<file path="config.mk">
export PLATFORM = sky130hd
export DESIGN_NAME = transmitor
export DESIGN_NICKNAME = d
export VERILOG_FILES = /design/src/rtl/transmitor.sv
export SDC_FILE = /design/constraint.sdc
export NUM_CORES = 1
export LEC_CHECK = 0
export BUFFER_PORTS_ARGS = -buffer_cell sky130_fd_sc_hd__buf_2
export CAP_MARGIN = 20
export CORE_MARGIN = 3
export CORE_UTILIZATION = 35
export CTS_BUF_LIST = sky130_fd_sc_hd__clkbuf_16
export CTS_CLUSTER_SIZE = 40
export DETAILED_ROUTE_END_ITERATION = 10
export GPL_TIMING_DRIVEN = 0
export MAX_ROUTING_LAYER = met4
export PLACE_DENSITY_LB_ADDON = 0.12
export RECOVER_POWER = 100
export SYNTH_ARGS = -nofsm -noshare
export SYNTH_HDL_FRONTEND = slang
export SYNTH_SLANG_ARGS = --single-unit
</file>
<file path="constraint.sdc">
create_clock -name sys_clk -period 1.4 [get_ports sys_clk]
set_input_delay 0.21 -clock sys_clk [delete_from_list [all_inputs] [get_ports sys_clk]]
set_output_delay 0.21 -clock sys_clk [all_outputs]
set_load 0.03 [all_outputs]
</file>
<file path="src/rtl/transmitor.sv">
// transmitor: message table -> extended Hamming(8,4) -> dibit/QPSK Gray map -> optional
// single-bit channel error -> demap -> registered received dibit (optional ECC receiver).
// Latency 2 enabled edges (6 with ERROR_CORRECT_EN); IsTransmit=0 freezes every register.
// Ports: sys_clk, reset (sync, active-low), init_tab (reload table), has_error (inject one
// error per codeword), IsTransmit (advance one dibit/clock), demodulation_out[1:0] (registered).
// Optional feature macro: ERROR_CORRECT_EN (single-error-correcting receiver with replay).
module transmitor (
  input  logic       sys_clk,
  input  logic       reset,
  input  logic       init_tab,
  input  logic       has_error,
  input  logic       IsTransmit,
  output logic [1:0] demodulation_out
);

  // Power-on contents equal the init_tab defaults: entry i = {i, ~i}.
  logic [7:0] r_tab [16] = '{8'h0F, 8'h1E, 8'h2D, 8'h3C, 8'h4B, 8'h5A, 8'h69, 8'h78,
                             8'h87, 8'h96, 8'hA5, 8'hB4, 8'hC3, 8'hD2, 8'hE1, 8'hF0};
  logic [3:0] r_addr    = 4'd0;
  logic [2:0] r_k       = 3'd0;   // [2] selects nibble, [1:0] selects dibit
  logic [2:0] r_err_pos = 3'd0;
  logic [1:0] r_tx_sym  = 2'b00;
  logic [1:0] r_out     = 2'b00;

  logic [7:0] w_byte;
  logic [3:0] w_nib;
  logic [7:0] w_cw;
  logic [7:0] w_err_mask;
  logic [7:0] w_cw_tx;
  logic [1:0] w_dibit;
  logic [1:0] w_rx;
  logic       w_en;

  function automatic logic [1:0] qpsk_map(input logic [1:0] d);
    case (d)
      2'b00:   qpsk_map = 2'd0;
      2'b01:   qpsk_map = 2'd1;
      2'b11:   qpsk_map = 2'd2;
      default: qpsk_map = 2'd3;
    endcase
  endfunction

  function automatic logic [1:0] qpsk_demap(input logic [1:0] ph);
    case (ph)
      2'd0:    qpsk_demap = 2'b00;
      2'd1:    qpsk_demap = 2'b01;
      2'd2:    qpsk_demap = 2'b11;
      default: qpsk_demap = 2'b10;
    endcase
  endfunction

  assign w_en   = reset && !init_tab && IsTransmit;
  assign w_byte = r_tab[r_addr];
  assign w_nib  = r_k[2] ? w_byte[3:0] : w_byte[7:4];

  always_comb begin
    w_cw[7:4] = w_nib;
    w_cw[3]   = w_nib[3] ^ w_nib[2] ^ w_nib[0];
    w_cw[2]   = w_nib[3] ^ w_nib[1] ^ w_nib[0];
    w_cw[1]   = w_nib[2] ^ w_nib[1] ^ w_nib[0];
    w_cw[0]   = ^w_cw[7:1];
  end

  assign w_err_mask = has_error ? (8'b1 << r_err_pos) : 8'h00;
  assign w_cw_tx    = w_cw ^ w_err_mask;

  always_comb begin
    w_dibit = 2'b00;
    case (r_k[1:0])
      2'd0:    w_dibit = w_cw_tx[7:6];
      2'd1:    w_dibit = w_cw_tx[5:4];
      2'd2:    w_dibit = w_cw_tx[3:2];
      default: w_dibit = w_cw_tx[1:0];
    endcase
  end

  // Channel: the phase is mapped and immediately demapped by the receiver.
  assign w_rx = qpsk_demap(qpsk_map(r_tx_sym));

  // Table storage has no reset; reset still wins over a simultaneous init_tab.
  always_ff @(posedge sys_clk) begin
    if (reset && init_tab) begin
      for (int i = 0; i < 16; i++) begin
        r_tab[i] <= {4'(i), ~4'(i)};
      end
    end
  end

  always_ff @(posedge sys_clk) begin
    if (!reset) begin
      r_addr    <= 4'd0;
      r_k       <= 3'd0;
      r_err_pos <= 3'd0;
      r_tx_sym  <= 2'b00;
    end else if (init_tab) begin
      r_addr <= 4'd0;
      r_k    <= 3'd0;
    end else if (IsTransmit) begin
      r_tx_sym <= w_dibit;
      r_k      <= r_k + 3'd1;
      if (r_k == 3'd7) r_addr <= r_addr + 4'd1;
      if (has_error && (r_k[1:0] == 2'd3)) r_err_pos <= r_err_pos + 3'd1;
    end
  end

`ifdef ERROR_CORRECT_EN
  // Receiver collects 4 raw dibits, corrects the codeword, then replays it MSB first.
  logic [1:0] r_raw    = 2'b00;
  logic [1:0] r_tx_ph  = 2'd0;  // dibit index travelling with r_tx_sym
  logic [1:0] r_raw_ph = 2'd0;  // dibit index travelling with r_raw
  logic [5:0] r_sh     = 6'd0;
  logic [7:0] r_hold   = 8'd0;
  logic [7:0] w_rx_cw;
  logic [2:0] w_syn;
  logic [7:0] w_flip;
  logic [7:0] w_fix;

  assign w_rx_cw = {r_sh, r_raw};
  assign w_syn   = {w_rx_cw[3] ^ w_rx_cw[7] ^ w_rx_cw[6] ^ w_rx_cw[4],
                    w_rx_cw[2] ^ w_rx_cw[7] ^ w_rx_cw[5] ^ w_rx_cw[4],
                    w_rx_cw[1] ^ w_rx_cw[6] ^ w_rx_cw[5] ^ w_rx_cw[4]};

  // Odd overall parity means a single error; even parity with a nonzero syndrome is a
  // double error and is passed through untouched.
  always_comb begin
    w_flip = 8'h00;
    if (^w_rx_cw) begin
      case (w_syn)
        3'b110:  w_flip = 8'h80;
        3'b101:  w_flip = 8'h40;
        3'b011:  w_flip = 8'h20;
        3'b111:  w_flip = 8'h10;
        3'b100:  w_flip = 8'h08;
        3'b010:  w_flip = 8'h04;
        3'b001:  w_flip = 8'h02;
        default: w_flip = 8'h01;
      endcase
    end
  end
  assign w_fix = w_rx_cw ^ w_flip;

  always_ff @(posedge sys_clk) begin
    if (!reset) begin
      r_raw    <= 2'b00;
      r_tx_ph  <= 2'd0;
      r_raw_ph <= 2'd0;
      r_sh     <= 6'd0;
      r_hold   <= 8'd0;
      r_out    <= 2'b00;
    end else if (w_en) begin
      r_raw    <= w_rx;
      r_tx_ph  <= r_k[1:0];
      r_raw_ph <= r_tx_ph;
      r_sh     <= {r_sh[3:0], r_raw};
      case (r_raw_ph)
        2'd3: begin
          r_hold <= w_fix;
          r_out  <= w_fix[7:6];
        end
        2'd0:    r_out <= r_hold[5:4];
        2'd1:    r_out <= r_hold[3:2];
        default: r_out <= r_hold[1:0];
      endcase
    end
  end
`else
  always_ff @(posedge sys_clk) begin
    if (!reset) begin
      r_out <= 2'b00;
    end else if (w_en) begin
      r_out <= w_rx;
    end
  end
`endif

  assign demodulation_out = r_out;

endmodule

</file>
==> metrics.md <==
| Metric | Value |
|---|---|
| First-pass GRT wire length | approximately 3.8 mm |
| Vias in the first global route | about 850 |
| Pwr Density | about 830 nW/um^2 |
| Required @ worst endpoint | 1540 ps |
| Synthesized area | 1130 um^2 |
| Global routing's busiest layer | met2 |
| H-tree depth | 1 |
| Placer Congestion | 0.815 |
| CTS clock-pin slew for the worst setup and hold paths | approximately 50 ps |
| Leakage power | 0.546 nW |
| Hpwl dp | between 1.5 and 2 mm |
| Data arrival, critical path | around 1600 ps |
| Die area | between 3000 and 4000 um^2 |
| I/O pin total | 7 |
| RSZ-0062 raised after global routing | true |
| WL final | 2.06 mm |
| Post-DRT Antenna Nets | 0 |
| Combinational share of power | 0.052 |
| Clock group share of total power | 0.503 |
| NumNets Final | roughly 150 |
| Largest cells by area after synthesis | dfxtp_1, ha_1, xnor2_1 |
| DP Area | between 1000 and 1500 um^2 |
| Area Growth Syn to Fin | 23.5% |
| Initial antenna violation count | 0 |
| Core Rows | 20 |
| Violated checks | negative setup slack |
| Sw Pwr | about 250 uW |
| Sequential area share after synthesis | 0.319 |
| DR pass1 iterations | 4 |
| Fin crit period | around 1500 ps |
| Final WS setup | -76.5 ps |
| Tot Pwr | 1.16 mW |
| M2 GR Usage | 0.213 |
| WL/cell | approximately 12 um |
| Kind of critical path | flop to flop |
| Switching share of power | 0.214 |
| Crit path max fanout | 4 |
| Crit. End Element | flop |
| Antenna cells | 0 |
| Hold violation count in the final report | 0 |
| Fin util | 0.454 |
| Total GRT Usage | 0.126 |
| GR met1 Demand/Resource | 0.141 |
| Layout cells sized above 1 | 0.242 |
| Routing usage on met3 | 0.0324 |
| Fmax | between 600 and 700 MHz |
| Synthesis-stage register bit count | 18 |
| Clock Tree Root | clkbuf_16 |
| Pre-CTS setup slack | -185 ps |
| Post-synthesis cell type count | 27 |
| Synth area leader | dfxtp_1 |
| Core area | between 3000 and 4000 um^2 |
| Post-Synthesis Cells | roughly 120 |
| Fill count | 297 |
| Max_cap viols | 0 |
| Internal | 914 uW |
| Maximum clock insertion buffer count | 2 |
| Max-slew violation count | 0 |
| Syn_area_per_cell | ~9 um^2 |
| Num CTS Buffers | 3 |
| # DRC | 0 |
| Pin count of the biggest net entering global routing | 11 |
| Global route overflow | 0 |
| Yosys warns | 0 |
| Vias per std cell | between 4 and 5 |
| Rel. slew slack | 0.723 |
| Final period util | 1.05 |
| Worst min path class | input pin to flop |
| Post-Syn Nets | 142 |
| Crit start category | flop |
| Die Wd | 62.8 um |
| Vias | about 800 |
| Post-synth top area share | 0.319 |
| Worst-Margin Slew | between 400 and 500 ps |
| Initial core utilization | 0.367 |
| Fin area | approximately 1400 um^2 |
| Peak supply drop | between 0.4 and 0.5 mV |
| IO Port Bufs | 3 |
| Die height | 62.8 um |
| Clock sink count | 18 |
| Seq pwr share | 0.444 |
| Clock skew | 1.54 ps |
| Iter 0 DRT Violations | 46 |
| Status | finished with violations |
| Clk_lat worst skew | roughly 250 ps |
| Endpoints failing setup | 4 |
| CTS tree | done |
[metrics by stage]
step,hold slack [ps],TNS (ps),instances
floorplan,459,0,122
global placement,480,-522,169
detailed placement,481,-525,169
CTS,336,-255,174
global route,368,-592,176
finish,332,-238,176
[cell type report]
class,instances,area [um^2],area share
Multi-Input combinational cell,91,788,0.565
Sequential cell,18,378,0.271
Clock buffer,3,75.1,0.0538
Tap cell,44,55.1,0.0394
Timing Repair Buffer,6,35.0,0.0251
Buffer,6,32.5,0.0233
Inverter,7,28.8,0.0206
Clock inverter,1,3.75,0.00269
[cell usage after synthesis]
library cell	number
and2_1	2
nand3_1	9
dfxtp_1	18
xor2_4	1
or3_1	1
buf_6	1
ha_1	15
clkbuf_1	3
a211oi_2	1
o21ai_0	2
o221ai_1	1
o211a_1	2
nor2_1	10
nand3b_1	2
nand2_1	11
o211ai_1	1
xnor2_1	13
a221o_1	1
inv_1	7
xor2_1	9
o2111a_1	1
mux2i_1	3
a21oi_1	2
buf_2	2
nand2b_1	1
nor2b_1	2
a211oi_1	1
[power by group through the flow]
| stage | clock network, mW | logic (mW) | registers, mW |
|---|---|---|---|
| 2_1_floorplan | 0 | 0.0388 | 0.536 |
| 3_3_place_gp | 0 | 0.0593 | 0.529 |
| 3_5_place_dp | 0 | 0.0601 | 0.530 |
| 4_1_cts | 0.605 | 0.0612 | 0.516 |
| 5_1_grt | 0.627 | 0.0687 | 0.517 |
| 6_report | 0.585 | 0.0609 | 0.516 |
[per-layer routing]
layer | vias up | wire, um
li1 | 417 | -
met5 | - | 0
met2 | 6 | 1070
met4 | 0 | 33
met1 | 377 | 903
met3 | 4 | 53
[sequential cells by signal, indices dropped and copies added, names as in the netlist]
| signal | cells |
|---|---|
| r_addr | 4 |
| r_tx_sym | 2 |
| r_k | 3 |
| r_err_pos | 3 |
| demodulation_out | 2 |
| w_byte | 4 |
[cells by family after synthesis]
group,synth area share
multiplexers,0.0265
flip-flops,0.319
XOR/XNOR,0.195
AO/OA/AOI/OAI,0.0863
AND/OR/NAND/NOR,0.156
buffers and inverters,0.0520
adder cells (fa/ha/maj),0.166
[path summary, 6_finish.rpt]
path | cells after the start | endpoint | from | slack [ps]
worst max-delay path | 7 | r_tx_sym[1] | r_err_pos[0] | -80
worst max register to register | 7 | r_tx_sym[1] | r_err_pos[0] | -80
worst min register to register | 1 | demodulation_out[0] | demodulation_out[0] | 490
worst min-delay path | 3 | r_addr[1] | IsTransmit | 330
[worst max-delay path: stages (launching register included)]
cell      delay, ps
dfxtp_4         380
ha_4            150
ha_4            120
nand2_2          50
xnor2_1         130
a221o_1         310
a211oi_2        160
nor2_1           60
[cell usage in the layout (no fill, tap or decap)]
master     synthesis  final
inv_2              0      1
inv_4              0      1
ha_4               0      3
nand2b_1           1      1
clkbuf_16          0      3
o221ai_1           1      1
mux2i_1            3      3
o21ai_0            2      2
or3_1              1      1
and2_0             0      2
ha_1              15      9
a211oi_1           1      1
o2111a_1           1      1
nand2_1           11      9
xor2_1             9      8
a211oi_2           1      1
nor2_1            10     10
nand2_2            0      2
clkbuf_1           3      5
dfxtp_2            0      2
inv_1              7      5
o211a_1            2      2
nor2b_1            2      2
dfxtp_1           18     12
xor2_2             0      1
nand3b_1           2      2
a21oi_1            2      1
buf_6              1      1
a221o_1            1      1
clkinv_1           0      1
nand3_1            9      9
xor2_4             1      1
xnor2_2            0      2
dfxtp_4            0      4
a21oi_2            0      1
o211ai_1           1      1
buf_2              2      3
ha_2               0      3
buf_4              0      3
xnor2_1           13     11
[repair_timing]
item,CTS,global route
pin swaps,2,2
endpoints found under the setup margin,4,4
resized for setup,14,6
hold buffers,0,0
buffers inserted,1,2
gates cloned,0,0
No activity file was read; power rests on OpenSTA's default activity.
